**src/rtl/resp_round_arbiter.sv**
```systemverilog
// Round sequencer for a 4-player responder: round-robin first-press arbiter, answer countdown,
// per-player BCD scores and the 6-digit display word. Define RESP_FALSE_START_EN for false-start masking.
module resp_round_arbiter #(
    parameter int TICK_DIV   = 50000000,
    parameter int ANSWER_SEC = 20
) (
    input  logic        s_clk,
    input  logic        s_rst,
    input  logic [3:0]  key_flag,
    input  logic        host_start,
    input  logic        host_ok,
    input  logic        host_clear,
    output logic [3:0]  Led,
    output logic        winner_vld,
    output logic [1:0]  winner_id,
    output logic        busy,
    output logic [23:0] Number_Sig
);
    typedef enum logic [1:0] {ST_IDLE, ST_ARMED, ST_LOCKED, ST_TIMEOUT} state_t;

    localparam int              TW        = $clog2(TICK_DIV);
    localparam logic [TW-1:0]   TICK_LAST = TW'(TICK_DIV - 1);
    localparam logic [7:0]      ANS_BCD   = {4'(ANSWER_SEC / 10), 4'(ANSWER_SEC % 10)};

    function automatic logic [7:0] bcd_dec(input logic [7:0] v);
        if (v[3:0] == 4'd0) return {v[7:4] - 4'd1, 4'd9};
        return {v[7:4], v[3:0] - 4'd1};
    endfunction

    function automatic logic [7:0] bcd_inc_sat(input logic [7:0] v);
        if (v == 8'h99) return v;
        if (v[3:0] == 4'd9) return {v[7:4] + 4'd1, 4'd0};
        return {v[7:4], v[3:0] + 4'd1};
    endfunction

    state_t          r_state;
    logic [1:0]      r_ptr;
    logic [1:0]      r_winner;
    logic [7:0]      r_cd;
    logic [TW-1:0]   r_tick;
    logic [7:0]      r_score [4];

    state_t          w_nxt_state;
    logic [1:0]      w_nxt_winner;
    logic [7:0]      w_nxt_cd;
    logic            w_score_inc;
    logic            w_tick;
    logic [3:0]      w_keys;
    logic            w_found;
    logic [1:0]      w_pick;
    logic [3:0]      w_armed_led;
    logic [3:0]      w_nxt_led;
    logic [23:0]     w_nxt_num;
    logic            w_nxt_vld;

`ifdef RESP_FALSE_START_EN
    logic [3:0] r_flags;
    logic [3:0] w_flags_nxt;

    assign w_keys      = key_flag & ~r_flags;
    assign w_armed_led = w_flags_nxt;

    // Presses in an uncommanded IDLE cycle arm a penalty that lasts exactly one ARMED period.
    always_comb begin
        w_flags_nxt = r_flags;
        if (r_state == ST_IDLE && !host_clear && !host_ok && !host_start)
            w_flags_nxt = r_flags | key_flag;
        else if (r_state == ST_ARMED && w_nxt_state != ST_ARMED)
            w_flags_nxt = '0;
    end

    always_ff @(posedge s_clk or posedge s_rst) begin
        if (s_rst) r_flags <= '0;
        else       r_flags <= w_flags_nxt;
    end
`else
    assign w_keys      = key_flag;
    assign w_armed_led = '0;
`endif

    // Search begins at r_ptr, which always holds the index after the previous winner.
    always_comb begin
        w_found = 1'b0;
        w_pick  = r_ptr;
        for (int k = 0; k < 4; k++) begin
            if (!w_found && w_keys[r_ptr + 2'(k)]) begin
                w_found = 1'b1;
                w_pick  = r_ptr + 2'(k);
            end
        end
    end

    // NOTE: every combinational output gets a default first so no path can infer a latch.
    always_comb begin
        w_nxt_state  = r_state;
        w_nxt_winner = r_winner;
        w_nxt_cd     = r_cd;
        w_score_inc  = 1'b0;
        w_tick       = (r_tick == TICK_LAST);
        case (r_state)
            ST_IDLE: begin
                if (!host_clear && !host_ok && host_start) w_nxt_state = ST_ARMED;
            end
            ST_ARMED: begin
                if (host_clear) begin
                    w_nxt_state = ST_IDLE;
                end else if (!host_ok && !host_start && w_found) begin
                    w_nxt_state  = ST_LOCKED;
                    w_nxt_winner = w_pick;
                    w_nxt_cd     = ANS_BCD;
                end
            end
            ST_LOCKED: begin
                if (host_clear) begin
                    w_nxt_state = ST_IDLE;
                end else if (host_ok) begin
                    w_nxt_state = ST_IDLE;
                    w_score_inc = 1'b1;
                end else if (w_tick) begin
                    if (r_cd == 8'h00) w_nxt_state = ST_TIMEOUT;
                    else               w_nxt_cd    = bcd_dec(r_cd);
                end
            end
            ST_TIMEOUT: begin
                if (host_clear)                     w_nxt_state = ST_IDLE;
                else if (!host_ok && host_start)    w_nxt_state = ST_ARMED;
            end
            default: w_nxt_state = ST_IDLE;
        endcase
    end

    // Outputs are computed from next-state values so they register on the same edge as the state.
    always_comb begin
        w_nxt_vld = (w_nxt_state == ST_LOCKED) || (w_nxt_state == ST_TIMEOUT);
        w_nxt_led = '0;
        w_nxt_num = '0;
        if (w_nxt_vld) begin
            w_nxt_led = 4'b0001 << w_nxt_winner;
            w_nxt_num = {{2'b00, w_nxt_winner} + 4'd1, 4'h0, r_score[w_nxt_winner], w_nxt_cd};
        end else if (w_nxt_state == ST_ARMED) begin
            w_nxt_led = w_armed_led;
            w_nxt_num = {16'h0000, ANS_BCD};
        end
    end

    // NOTE: state uses non-blocking assignments so every register samples pre-edge values.
    always_ff @(posedge s_clk or posedge s_rst) begin
        if (s_rst) begin
            r_state    <= ST_IDLE;
            r_ptr      <= '0;
            r_winner   <= '0;
            r_cd       <= '0;
            r_tick     <= '0;
            // NOTE: the score array is only four registers and must read 00 after reset, so it is reset.
            for (int i = 0; i < 4; i++) r_score[i] <= '0;
            Led        <= '0;
            winner_vld <= 1'b0;
            winner_id  <= '0;
            busy       <= 1'b0;
            Number_Sig <= '0;
        end else begin
            r_state  <= w_nxt_state;
            r_winner <= w_nxt_winner;
            r_cd     <= w_nxt_cd;
            if (r_state == ST_ARMED && w_nxt_state == ST_LOCKED) r_ptr <= w_pick + 2'd1;
            r_tick <= (r_state == ST_LOCKED && w_nxt_state == ST_LOCKED && !w_tick)
                      ? r_tick + 1'b1 : '0;
            if (w_score_inc) r_score[r_winner] <= bcd_inc_sat(r_score[r_winner]);
            Led        <= w_nxt_led;
            winner_vld <= w_nxt_vld;
            winner_id  <= w_nxt_vld ? w_nxt_winner : 2'd0;
            busy       <= (w_nxt_state == ST_ARMED) || (w_nxt_state == ST_LOCKED);
            Number_Sig <= w_nxt_num;
        end
    end
endmodule
```
**config.mk**
```make
export PLATFORM = sky130hd
export DESIGN_NAME = resp_round_arbiter
export DESIGN_NICKNAME = d
export VERILOG_FILES = /design/src/rtl/resp_round_arbiter.sv
export SDC_FILE = /design/constraint.sdc
export NUM_CORES = 1
export LEC_CHECK = 0
export BUFFER_PORTS_ARGS = -buffer_cell sky130_fd_sc_hd__buf_2
export CAP_MARGIN = 10
export CORE_ASPECT_RATIO = 2
export CORE_MARGIN = 2
export CORE_UTILIZATION = 64
export DETAILED_ROUTE_END_ITERATION = 16
export PLACE_DENSITY = 0.84
export RECOVER_POWER = 50
export SLEW_MARGIN = 20
export SYNTH_ARGS = -nofsm -noshare
export SYNTH_HDL_FRONTEND = slang
export SYNTH_SLANG_ARGS = --single-unit
export TNS_END_PERCENT = 1
```
**constraint.sdc**
```tcl
create_clock -name s_clk -period 5.6 [get_ports s_clk]
set_input_delay 0.84 -clock s_clk [delete_from_list [all_inputs] [get_ports s_clk]]
set_output_delay 0.84 -clock s_clk [all_outputs]
set_load 0.02 [all_outputs]
```
==> key figures <==
STA
  – RSZ-0062 raised after global routing: false
  – Slew @ Worst Pin: 1.73 ns
  – Worst Skew: 0.00637 ns
  – Setup tns final: 0 ns
  – Rel. slew slack: -0.155
  – Final Critical Period: 3.37 ns
  – Count of final max-slew check failures: 74
  – Period utilization: 0.602
  – Highest clock rate: 296 MHz
  – Hold Fails Final Rpt: 0
  – Final number of setup-violating endpoints: 0

Place
  – Placer congestion estimate: 0.882
  – HPWL after DPL: 7430 um
  – Inst Count DP: 602
  – Port buffer count: 35

Routing
  – Initial drt markers: 451
  – Wire per inst: 17.2 um
  – Drt first pass iters: 5
  – Total number of vias: 3795
  – Final wirelength: 10600 um
  – DRC viols: 0
  – Via/cell ratio: 6.14
  – Post-route antenna net violation count: 0

Floorplanning
  – Full die area: 8540 sq um
  – Rows: 45
  – Boundary Pins: 41
  – Core Box Area: 7540 sq um
  – Chip Height: 129 um
  – Starting Density: 0.660
  – Die W: 66.4 um

CTS
  – Sink Count: 97
  – # hold bufs at CTS: 0
  – Clk Latency, worst-skew pair: 0.34 ns
  – Clock Tree Buf Depth: 2
  – Setup bufs post-CTS: 0
  – CTS-repair resized insts: 0
  – CTS Root Cell: clkbuf_16
  – CTS clk-pin slew, worst paths: 0.06 ns
  – CTS buffer count: 9
  – H-tree depth: 3
  – TritonCTS clock tree: yes

Setup path
  – Worst Setup Start Kind: register
  – CP Class: register to register
  – Crit-path leading delay family: simple AND/OR/NAND/NOR gates
  – CP max FO: 25
  – Worst EP required: 5.85 ns
  – R2r endpoint: r_tick[11]
  – WP buf/inv: 2
  – Worst reg-to-reg setup slack: 2.23 ns
  – Worst R2R Path Depth: 11
  – Worst r2r src: r_cd[0]
  – Worst path cell trace: inv_1 > ha_1 > nor3b_1 > and3_2 > nand3_1 > nor2_2 > nor2_1 > inv_1 > ha_1 > nand3b_1 > nor2_1
  – Slowest stage cell, crit path: nand3b_1
  – Crit end category: register
  – CP arrival: 3.63 ns
  – CP peak stage delay: 0.66 ns

Synth
  – Synth top area share: 0.488
  – Post-synthesis instance total: 488
  – Synth Flop Type: dfrtp_1
  – Synth area leader: dfrtp_1
  – Most frequent cell after synthesis: dfrtp_1
  – Share of flip-flops with an asynchronous set or reset: 1.00
  – Mapped Area: 4980 sq um
  – FF+latch count, synth: 97
  – Avg Cell Area, Syn: 10.2 sq um
  – Post-synth EDFFs: 0
  – Register area share after synthesis: 0.488
  – Post-synth top cells: dfrtp_1, nor2_1, nand2_1, a21oi_1, inv_1
  – Synth warn: 0
  – Synth unique cells: 60
  – Top cells by area, synth: dfrtp_1, nor2_1, mux2i_1, ha_1, mux4_2

Flow run
  – Max-cap violations: 1

Global route
  – Global-route wire length before repair: 17400 um
  – GRT Overall Usage: 0.267
  – Grt ovf: 0
  – Largest net degree at the start of global routing: 74
  – Number of global-route vias before repair: 3890
  – Initial antenna violation count: 0

Min path
  – Hold endpoint: r_tick[0]
  – Worst hold path type: register to register
  – Worst hold start: r_tick[0]
  – Hold Path Cell Cnt: 1

Power
  – VDD IR-drop max: 0.263 mV
  – Pwr Density: 405 nW/um^2
  – Lkg Pwr: 2.44 nW

Final layout
  – Non-filler cells in the finished layout: 618
  – Nets@finish: 543
  – Area grow syn2layout: 9.70%
  – Layout cell share with drive strength beyond 1: 0.107
  – Ant. Diodes: 0

Outcome
  – Status: complete, but fails checks
  – Violations in the final reports: max-capacitance violations, max-slew violations
==> metal layers <==
| layer | track usage | part of all wire | vias to the layer above |
|---|---|---|---|
| met5 | 0 | 0 | - |
| met4 | 0.156 | 0.038 | 0 |
| met3 | 0.0428 | 0.037 | 44 |
| met2 | 0.461 | 0.54 | 150 |
| met1 | 0.304 | 0.38 | 1843 |
| li1 | - | - | 1758 |
==> flip-flops by register name, indices dropped and copies added, names as in the netlist <==
name        flops
r_ptr           2
Number_Sig     18
r_score        32
Led             4
r_state         2
r_winner        2
busy            1
winner_id       2
r_tick         26
r_cd            8
==> per-stage QoR <==
step / power (mW) / hold slack (ns) / instance area, sq um / worst slack (ns) / util
final: 2.21 / 0.499 / 5460 / 2.23 / 0.724
after global routing: 2.32 / 0.522 / 5460 / 1.77 / 0.724
after CTS: 2.22 / 0.487 / 5500 / 2.22 / 0.729
after detailed placement: 1.58 / 0.491 / 5180 / 2.22 / 0.686
after global placement: 1.54 / 0.469 / 5180 / 2.38 / 0.686
after floorplan: 1.41 / 0.455 / 4990 / 2.23 / -
==> layout by cell type (no fill, tap or decap), types with 9 or more instances in the layout <==
cell / n
dfrtp_1: 97
nor2_1: 59
nand2_1: 38
a21oi_1: 28
clkbuf_1: 28
inv_1: 27
o21ai_0: 23
xor2_1: 20
mux2i_1: 19
ha_1: 15
nor2b_1: 11
nand3_1: 11
nand4_1: 10
a31oi_1: 9
o22ai_1: 9
clkbuf_16: 9
==> where the power goes <==
| group | total (mW) | switching [mW] | leakage [nW] | internal (mW) |
|---|---|---|---|---|
| clock network | 0.634 | 0.250 | 0.156 | 0.384 |
| logic | 0.669 | 0.405 | 0.955 | 0.265 |
| registers | 0.906 | 0.109 | 1.33 | 0.797 |
==> kinds of logic (layout without fill, tap and decap cells) <==
| logic type | after synthesis | in the layout | synth area share |
|---|---|---|---|
| xor gates and xnor gates | 28 | 28 | 0.0493 |
| buffers and inverters | 50 | 82 | 0.0483 |
| AOI/OAI and AO/OA | 94 | 94 | 0.114 |
| muxes | 34 | 34 | 0.0902 |
| other | 1 | 5 | 0.000753 |
| DFF | 97 | 97 | 0.488 |
| and+or+nand+nor | 169 | 169 | 0.172 |
| adders and majority gates | 15 | 15 | 0.0377 |
==> layout make-up <==
cell class	instances	area (sq um)
Sequential cell	97	2430
Multi-Input combinational cell	345	2330
Fill cell	547	2080
Clock buffer	13	270
Timing Repair Buffer	38	161
Tap cell	94	118
Inverter	28	106
Clock inverter	3	47.5
==> worst max path at each step <==
stage                start          to  cells past startpoint
2_1_floorplan        s_rst      Led[0]                      1
3_3_place_gp   key_flag[0]   r_tick[2]                      9
3_5_place_dp       r_cd[0]   r_tick[0]                     11
4_1_cts            r_cd[0]   r_tick[0]                     11
5_1_grt            r_cd[0]   r_tick[5]                     11
6_report           r_cd[0]  r_tick[11]                     11
Power figures use the tool's default switching activity.
